[src/rtl/lane_rotator.sv]
// N-lane register bank with parallel load, pairwise swap and counted multi-step rotate.
// Single-cycle ops complete at the accept edge; rotates step once per edge while busy.
//
// state | meaning
// ------+-------------------------------------------------------------
// IDLE  | cmd_ready high; NOP/LOAD/SWAP applied at the accept edge
// BUSY  | rotating one lane per edge; count holds the remaining steps
module lane_rotator #(
    parameter int N = 3,
    parameter int W = 1,
    parameter int AW = 4,
    parameter logic [N*W-1:0] RESET_VAL = 3'b101
) (
    input  logic            clk,
    input  logic            reset,
    input  logic            cmd_valid,
    output logic            cmd_ready,
    input  logic [1:0]      cmd_op,
    input  logic            cmd_swap,
    input  logic [AW-1:0]   cmd_amt,
    input  logic [AW-1:0]   swap_a,
    input  logic [AW-1:0]   swap_b,
    input  logic [N*W-1:0]  load_data,
    output logic [N*W-1:0]  q,
    output logic            done,
    output logic            err
);

    typedef enum logic {IDLE, BUSY} state_t;

    // one extra bit so N == 2**AW does not truncate to zero
    localparam logic [AW:0] N_EXT = (AW+1)'(N);

    state_t         state, state_nxt;
    logic [N*W-1:0] q_nxt;
    logic [AW:0]    count, count_nxt;
    logic           dir, dir_nxt;
    logic           done_nxt, err_nxt;
    logic [AW:0]    amt_mod;
    logic           swap_ok;
    logic [W-1:0]   lane_a, lane_b;
    logic [N*W-1:0] rotl_img, rotr_img, swap_img;

    assign amt_mod   = {1'b0, cmd_amt} % N_EXT;
    assign swap_ok   = ({1'b0, swap_a} < N_EXT) && ({1'b0, swap_b} < N_EXT);
    assign cmd_ready = (state == IDLE);

    always_comb begin
        rotl_img = '0;
        rotr_img = '0;
        for (int i = 0; i < N; i++) begin
            rotl_img[i*W +: W] = q[((i + 1) % N)*W +: W];
            rotr_img[i*W +: W] = q[((i + N - 1) % N)*W +: W];
        end
    end

    // both lanes are read from the old image, so the exchange is atomic
    always_comb begin
        lane_a   = '0;
        lane_b   = '0;
        swap_img = q;
        for (int j = 0; j < N; j++) begin
            if (swap_a == AW'(j)) lane_a = q[j*W +: W];
            if (swap_b == AW'(j)) lane_b = q[j*W +: W];
        end
        for (int i = 0; i < N; i++) begin
            if (swap_b == AW'(i)) swap_img[i*W +: W] = lane_a;
            if (swap_a == AW'(i)) swap_img[i*W +: W] = lane_b;
        end
    end

    always_comb begin
        state_nxt = state;
        q_nxt     = q;
        count_nxt = count;
        dir_nxt   = dir;
        done_nxt  = 1'b0;
        err_nxt   = 1'b0;
        case (state)
            IDLE: begin
                if (cmd_valid) begin
                    case (cmd_op)
                        2'd0: begin
                            done_nxt = 1'b1;
                            if (cmd_swap) begin
                                if (swap_ok) q_nxt = swap_img;
                                else         err_nxt = 1'b1;
                            end
                        end
                        2'd1: begin
                            q_nxt    = load_data;
                            done_nxt = 1'b1;
                        end
                        2'd2, 2'd3: begin
                            if (amt_mod == '0) begin
                                done_nxt = 1'b1;
                            end else begin
                                state_nxt = BUSY;
                                count_nxt = amt_mod;
                                dir_nxt   = (cmd_op == 2'd3);
                            end
                        end
                    endcase
                end
            end
            BUSY: begin
                q_nxt     = dir ? rotr_img : rotl_img;
                count_nxt = count - (AW+1)'(1);
                if (count == (AW+1)'(1)) begin
                    state_nxt = IDLE;
                    done_nxt  = 1'b1;
                end
            end
            default: state_nxt = IDLE;
        endcase
    end

    always_ff @(posedge clk or posedge reset) begin
        if (reset) begin
            state <= IDLE;
            q     <= RESET_VAL;
            count <= '0;
            dir   <= 1'b0;
            done  <= 1'b0;
            err   <= 1'b0;
        end else begin
            state <= state_nxt;
            q     <= q_nxt;
            count <= count_nxt;
            dir   <= dir_nxt;
            done  <= done_nxt;
            err   <= err_nxt;
        end
    end

endmodule

[config.mk]
export PLATFORM = sky130hd
export DESIGN_NAME = lane_rotator
export DESIGN_NICKNAME = d
export VERILOG_FILES = /design/src/rtl/lane_rotator.sv
export SDC_FILE = /design/constraint.sdc
export NUM_CORES = 1
export LEC_CHECK = 0
export CAP_MARGIN = 20
export CORE_ASPECT_RATIO = 0.6
export CORE_MARGIN = 2
export CORE_UTILIZATION = 40
export CTS_BUF_LIST = sky130_fd_sc_hd__clkbuf_2 sky130_fd_sc_hd__clkbuf_4 sky130_fd_sc_hd__clkbuf_8
export DETAILED_ROUTE_END_ITERATION = 8
export GPL_TIMING_DRIVEN = 0
export HOLD_SLACK_MARGIN = 0.03
export PLACE_DENSITY = 0.67
export RECOVER_POWER = 50
export SYNTH_ARGS = -nofsm -noshare
export SYNTH_HDL_FRONTEND = slang
export SYNTH_SLANG_ARGS = --single-unit
export TNS_END_PERCENT = 100
[constraint.sdc]
create_clock -name clk -period 1.5 [get_ports clk]
set_input_delay 0.375 -clock clk [delete_from_list [all_inputs] [get_ports clk]]
set_output_delay 0.375 -clock clk [all_outputs]
set_load 0.05 [all_outputs]
# --- Yosys cells after proc, flatten, opt, wreduce, memory -nomap -nowiden ---
# Cells that the tools add are included.
totals:
  register_bits: 12
  output_inout_bits: 6
  in_bits: 21
  elab_cells: 80
op_classes:
  n_div: 1
  add_sub_neg: 1
  muxes: 37
  reduce_logical: 12
  order_cmp: 2
  n_eq_ne: 17
  n_bitwise: 2
op_table:
  columns: ["op", "n"]
  rows:
  - ["$mux 1", 24]
  - ["$mux 5", 3]
  - ["$reduce_and 5->1", 3]
  - ["$mux 3", 4]
  - ["$ne 4x4->1 const B", 3]
  - ["$pmux 3 s2", 2]
  - ["$pmux 5 s2", 1]
  - ["$eq 4x1->1 const B", 2]
  - ["$eq 4x2->1 const B", 2]
  - ["$logic_not 4->1", 2]
  - ["$lt 4x2->1 const B", 2]
  - ["$ne 3x3->1 const B", 2]
  - ["$pmux 1 s2", 3]
  - ["$eq 5x1->1 const B", 1]
  - ["$logic_not 5->1", 1]
  - ["$mod 4x2->5 const B", 1]
  - ["$sub 5x1->5 const B", 1]
  - ["$eq 2x2->1 const B", 2]
  - ["$ne 2x2->1 const B", 2]
  - ["$reduce_and 4->1", 1]
  - ["$reduce_or 2->1", 2]
  - ["$ne 3x1->1 const B", 1]
  - ["$reduce_and 3->1", 1]
  - ["$eq 2x1->1 const B", 1]
  - ["4 further kinds", 5]

# --- Longest topological paths before layout ---
logic_depth:
  ltp_word: 11
  depth_mapped: 13
  depth_no_buf: 11

# --- Worst setup path before layout ---
# OpenSTA, ideal clock, no wires.
synth_timing:
  path_type: "input port to flip-flop"
  from: "input cmd_amt[2]"
  to: "register dir"
  stages: 11
  path_buffers: 1
  setup_ns: 0.125
  t_arrival_ns: 2.854
  path_slack_ns: -1.479
  required_time_ns: 1.375
  cell_sequence: "clkbuf_1 > ha_1 > nor2b_2 > a31oi_1 > a22oi_1 > ha_1 > or4_1 > mux2i_1 > a311o_2 > a21oi_4 > mux2_4"
synth_via:
  elab_chain_len: 4
synth_lines:
  columns: ["item", "line_no", "source"]
  rows:
  - ["from (decl)", "20", "input logic [AW-1:0] cmd_amt,"]
  - ["$mod 4x2->5", "44", "assign amt_mod = {1'b0, cmd_amt} % N_EXT;"]
  - ["$logic_not 5->1", "95", "if (amt_mod == '0) begin"]
  - ["$not 1->1 (no source line)", null, null]
  - ["$reduce_and 4->1 (no source line)", null, null]
  - ["to (signal assigned)", "130", "dir <= dir_nxt;"]
  - ["to (decl)", "37", "logic dir, dir_nxt;"]
# Every way passes these cells.
# A chain may end at the register's enable or synchronous reset.

# --- Worst setup path after layout ---
# Same ends and word-level chain as after synthesis.

==> results.json <==
{
  "status": "complete, but fails checks",
  "violations": "setup timing",
  "ir_worst_vdd_mv": 0.641,
  "r2r_setup_slack_ns": -0.19,
  "wire_per_inst_um": 17.5,
  "pwr-share-seq": 0.251,
  "netlist_instances": 163,
  "cts_sinks": 12,
  "grt_use_total": 0.221,
  "via_count": 1486,
  "worstPathArrival_ns": 2.94,
  "fin_cells": 255,
  "layout-drive-gt1-share": 0.362,
  "hpwlAfterDp_mm": 2.97,
  "core-area_um2": 3260,
  "fin_area_um2": 2050,
  "nets": 237,
  "synth_edf_count": 0,
  "ys_ff_latch": 12,
  "grt_pass1_wl_mm": 6.82,
  "drt_wl_total_mm": 4.46,
  "die_h_um": 49.4,
  "combPwrFrac": 0.622,
  "ys_types": 65,
  "path_common_cell": "buf_8",
  "rsz0062_at_grt": "true",
  "cellPowerDensity_nw_per_um2": 1360,
  "die_w_um": 79.6,
  "p_leak_nw": 0.844,
  "endpoint_kind": "flop",
  "yosysMostFrequentCell": "nand2_1",
  "grt_max_degree": 13,
  "async_reset_ff_frac": 1.00,
  "initial_core_util": 0.421,
  "synth_compound_area_frac": 0.356,
  "crit_slowest_cell": "a311o_2",
  "r2r-start": "q[1]",
  "muxShareOfSynthArea": 0.0693,
  "rows": 16,
  "synth_top_area_frac": 0.182,
  "place_area_um2": 1740,
  "max_freq_mhz": 356,
  "path_class": "in2reg",
  "avgSynthCellArea_um2": 8.42,
  "dp_cells": 233,
  "crit_fanout": 6,
  "synthTopCellsByCount": "nand2_1 (15), inv_1 (11), dfrtp_1 (10), mux2i_1 (8)",
  "clk_latency_ns": 0.24,
  "hold_path.class": "in2async",
  "globalRouteOverflowTotal": 0,
  "cts_buffer_depth": 2,
  "clkSlewWorstSetupHoldPaths_ns": 0.05,
  "gp_congestion": 0.893,
  "hold_violations": 0,
  "ant_nets": 0,
  "cp_slowest_stage_delay_ns": 0.38,
  "reg2regPathDepth": 7,
  "worst_slack_ns": -1.31,
  "finalCriticalPeriod_ns": 2.81,
  "root_buffer": "clkbuf_8",
  "synth_fp_nets": 189,
  "drt_pre_antenna_iters": 4,
  "min_period_over_period": 1.87,
  "synth-xor-area-share": 0.0319,
  "synthesis.area_um2": 1370,
  "finalSetupTns_ns": -10.47,
  "cts_tree": "built",
  "slew_headroom": 0.652,
  "yosysWarnings": 0,
  "worst_pin_slew_ns": 0.522,
  "yosys_most_used_dff": "dfrtp_1",
  "cp-start-kind": "input port",
  "drtIter0Drc": 80,
  "first_global_vias": 1410,
  "diodes": 0,
  "cts_buffers": 3,
  "whs_ns": 0.570,
  "cap_violations": 0,
  "p_sw_mw": 1.28,
  "synth_fa_ha_area_frac": 0.0456,
  "clockPowerShare": 0.127,
  "cts-htree-levels": 1,
  "r2r_end": "q[1]",
  "intPower_mw": 1.51,
  "fin_skew_ns": 0.00364,
  "io-pin-count": 27,
  "ys_top_cells_by_area": "dfrtp_1 (18%), mux2i_1 (5.8%), ha_1 (4.6%), nand2_1 (4.1%), dfstp_2 (3.8%)",
  "drc": 0,
  "syn2layout_area_growth_pct": 49.2,
  "slew_viol_final": 0,
  "setup_viol": 12,
  "dieArea_um2": 3930,
  "required_ns": 1.63,
  "seq_area_frac_synth": 0.221,
  "yosys.area.top_type": "dfrtp_1",
  "antenna_found_initial": 0,
  "yosys.area_share.simple": 0.219,
  "synth_top_family_by_area": "compound AO/OA/AOI/OAI gates",
  "via_per_inst": 5.83,
  "crit_chain": "buf_8 -> buf_6 -> ha_4 -> buf_8 -> inv_4 -> o311ai_2 -> o21ai_1 -> ha_1 -> a311oi_4 -> o211ai_4 -> mux2i_1 -> a311o_2 -> a21oi_4 -> mux2_4",
  "port_buffers": 25,
  "p_sw_frac": 0.459
}
[worst max-delay path by stage]
stage,start,end,slack [ns],cells after the start
floorplan,cmd_amt[2],dir,-1.32,13
global placement,cmd_amt[2],dir,-2.22,14
detailed placement,cmd_amt[2],dir,-2.27,14
CTS,cmd_amt[2],dir,-1.26,14
global route,cmd_amt[2],dir,-1.42,14
finish,cmd_amt[2],dir,-1.31,14
[kinds of logic (layout without fill, tap and decap cells)]
kind of cell,Yosys count,in the layout
xor gates and xnor gates,5,5
buffers and inverters,18,65
DFF,12,12
adders and majority gates,5,5
muxes,9,9
and+or+nand+nor,53,53
AOI/OAI and AO/OA,61,61
[metal layers]
layer  global-route usage  share of wire
met4               0.0345         0.0038
met3               0.0111          0.044
met2                0.329           0.44
met5                    0              0
met1                0.353           0.51
[layout make-up]
type                            count  area, µm²
Buffer                              6       57.6
Clock buffer                        4       55.1
Fill cell                         267       1210
Inverter                           12       48.8
Multi-Input combinational cell    133       1150
Sequential cell                    12        304
Tap cell                           45       56.3
Timing Repair Buffer               43        372
[power groups by stage]
stage | clock [mW] | sequential [mW] | combinational [mW]
final | 0.355 | 0.700 | 1.73
after global routing | 0.370 | 0.726 | 1.86
after CTS | 0.355 | 0.685 | 1.56
after detailed placement | 0 | 0.694 | 1.48
after global placement | 0 | 0.691 | 1.44
after floorplan | 0 | 0.813 | 0.929
[sequential cells by signal, indices dropped and copies added, names as in the netlist]
signal / cells
count: 5
q: 3
state: 1
dir: 1
done: 1
err: 1
[through the flow]
stage / worst slack (ns) / power (mW) / utilization
6_report: -1.31 / 2.79 / 0.628
3_5_place_dp: -2.27 / 2.18 / 0.532
5_1_grt: -1.42 / 2.95 / 0.628
3_3_place_gp: -2.22 / 2.13 / 0.532
4_1_cts: -1.26 / 2.60 / 0.595
2_1_floorplan: -1.32 / 1.74 / -
[worst max-delay path: cells and delay by family]
kind | cells | cell delay [ns]
buf+inv | 4 | 0.39
mux | 2 | 0.46
compound gates | 6 | 1.25
fa+ha+maj | 2 | 0.45
[cell usage in the layout (no fill, tap or decap), types with 3 or more instances in the layout]
| cell | count |
|---|---|
| buf_4 | 17 |
| nand2_1 | 15 |
| inv_1 | 10 |
| dfrtp_1 | 9 |
| o21ai_1 | 8 |
| mux2i_1 | 7 |
| dlygate4sd2_1 | 7 |
| a21oi_1 | 6 |
| buf_6 | 5 |
| clkdlybuf4s50_1 | 5 |
| nor2_1 | 4 |
| nand3_1 | 4 |
| nor3_1 | 4 |
| a31oi_1 | 4 |
| clkbuf_8 | 4 |
| nor2b_1 | 3 |
| buf_8 | 3 |
| a31oi_2 | 3 |
| a21o_1 | 3 |
| o21bai_1 | 3 |
| nand2b_1 | 3 |
| xor2_1 | 3 |
| clkbuf_2 | 3 |
| ha_1 | 3 |
[repair_timing]
| action | 4_1_cts | 5_1_grt |
|---|---|---|
| hold endpoints to repair | 0 | 0 |
| pin swaps | 18 | 11 |
| buffers inserted | 15 | 3 |
| hold buffers | 0 | 0 |
| resized for setup | 68 | 21 |
| setup endpoints to repair | 17 | 15 |
Power figures use the tool's default switching activity.
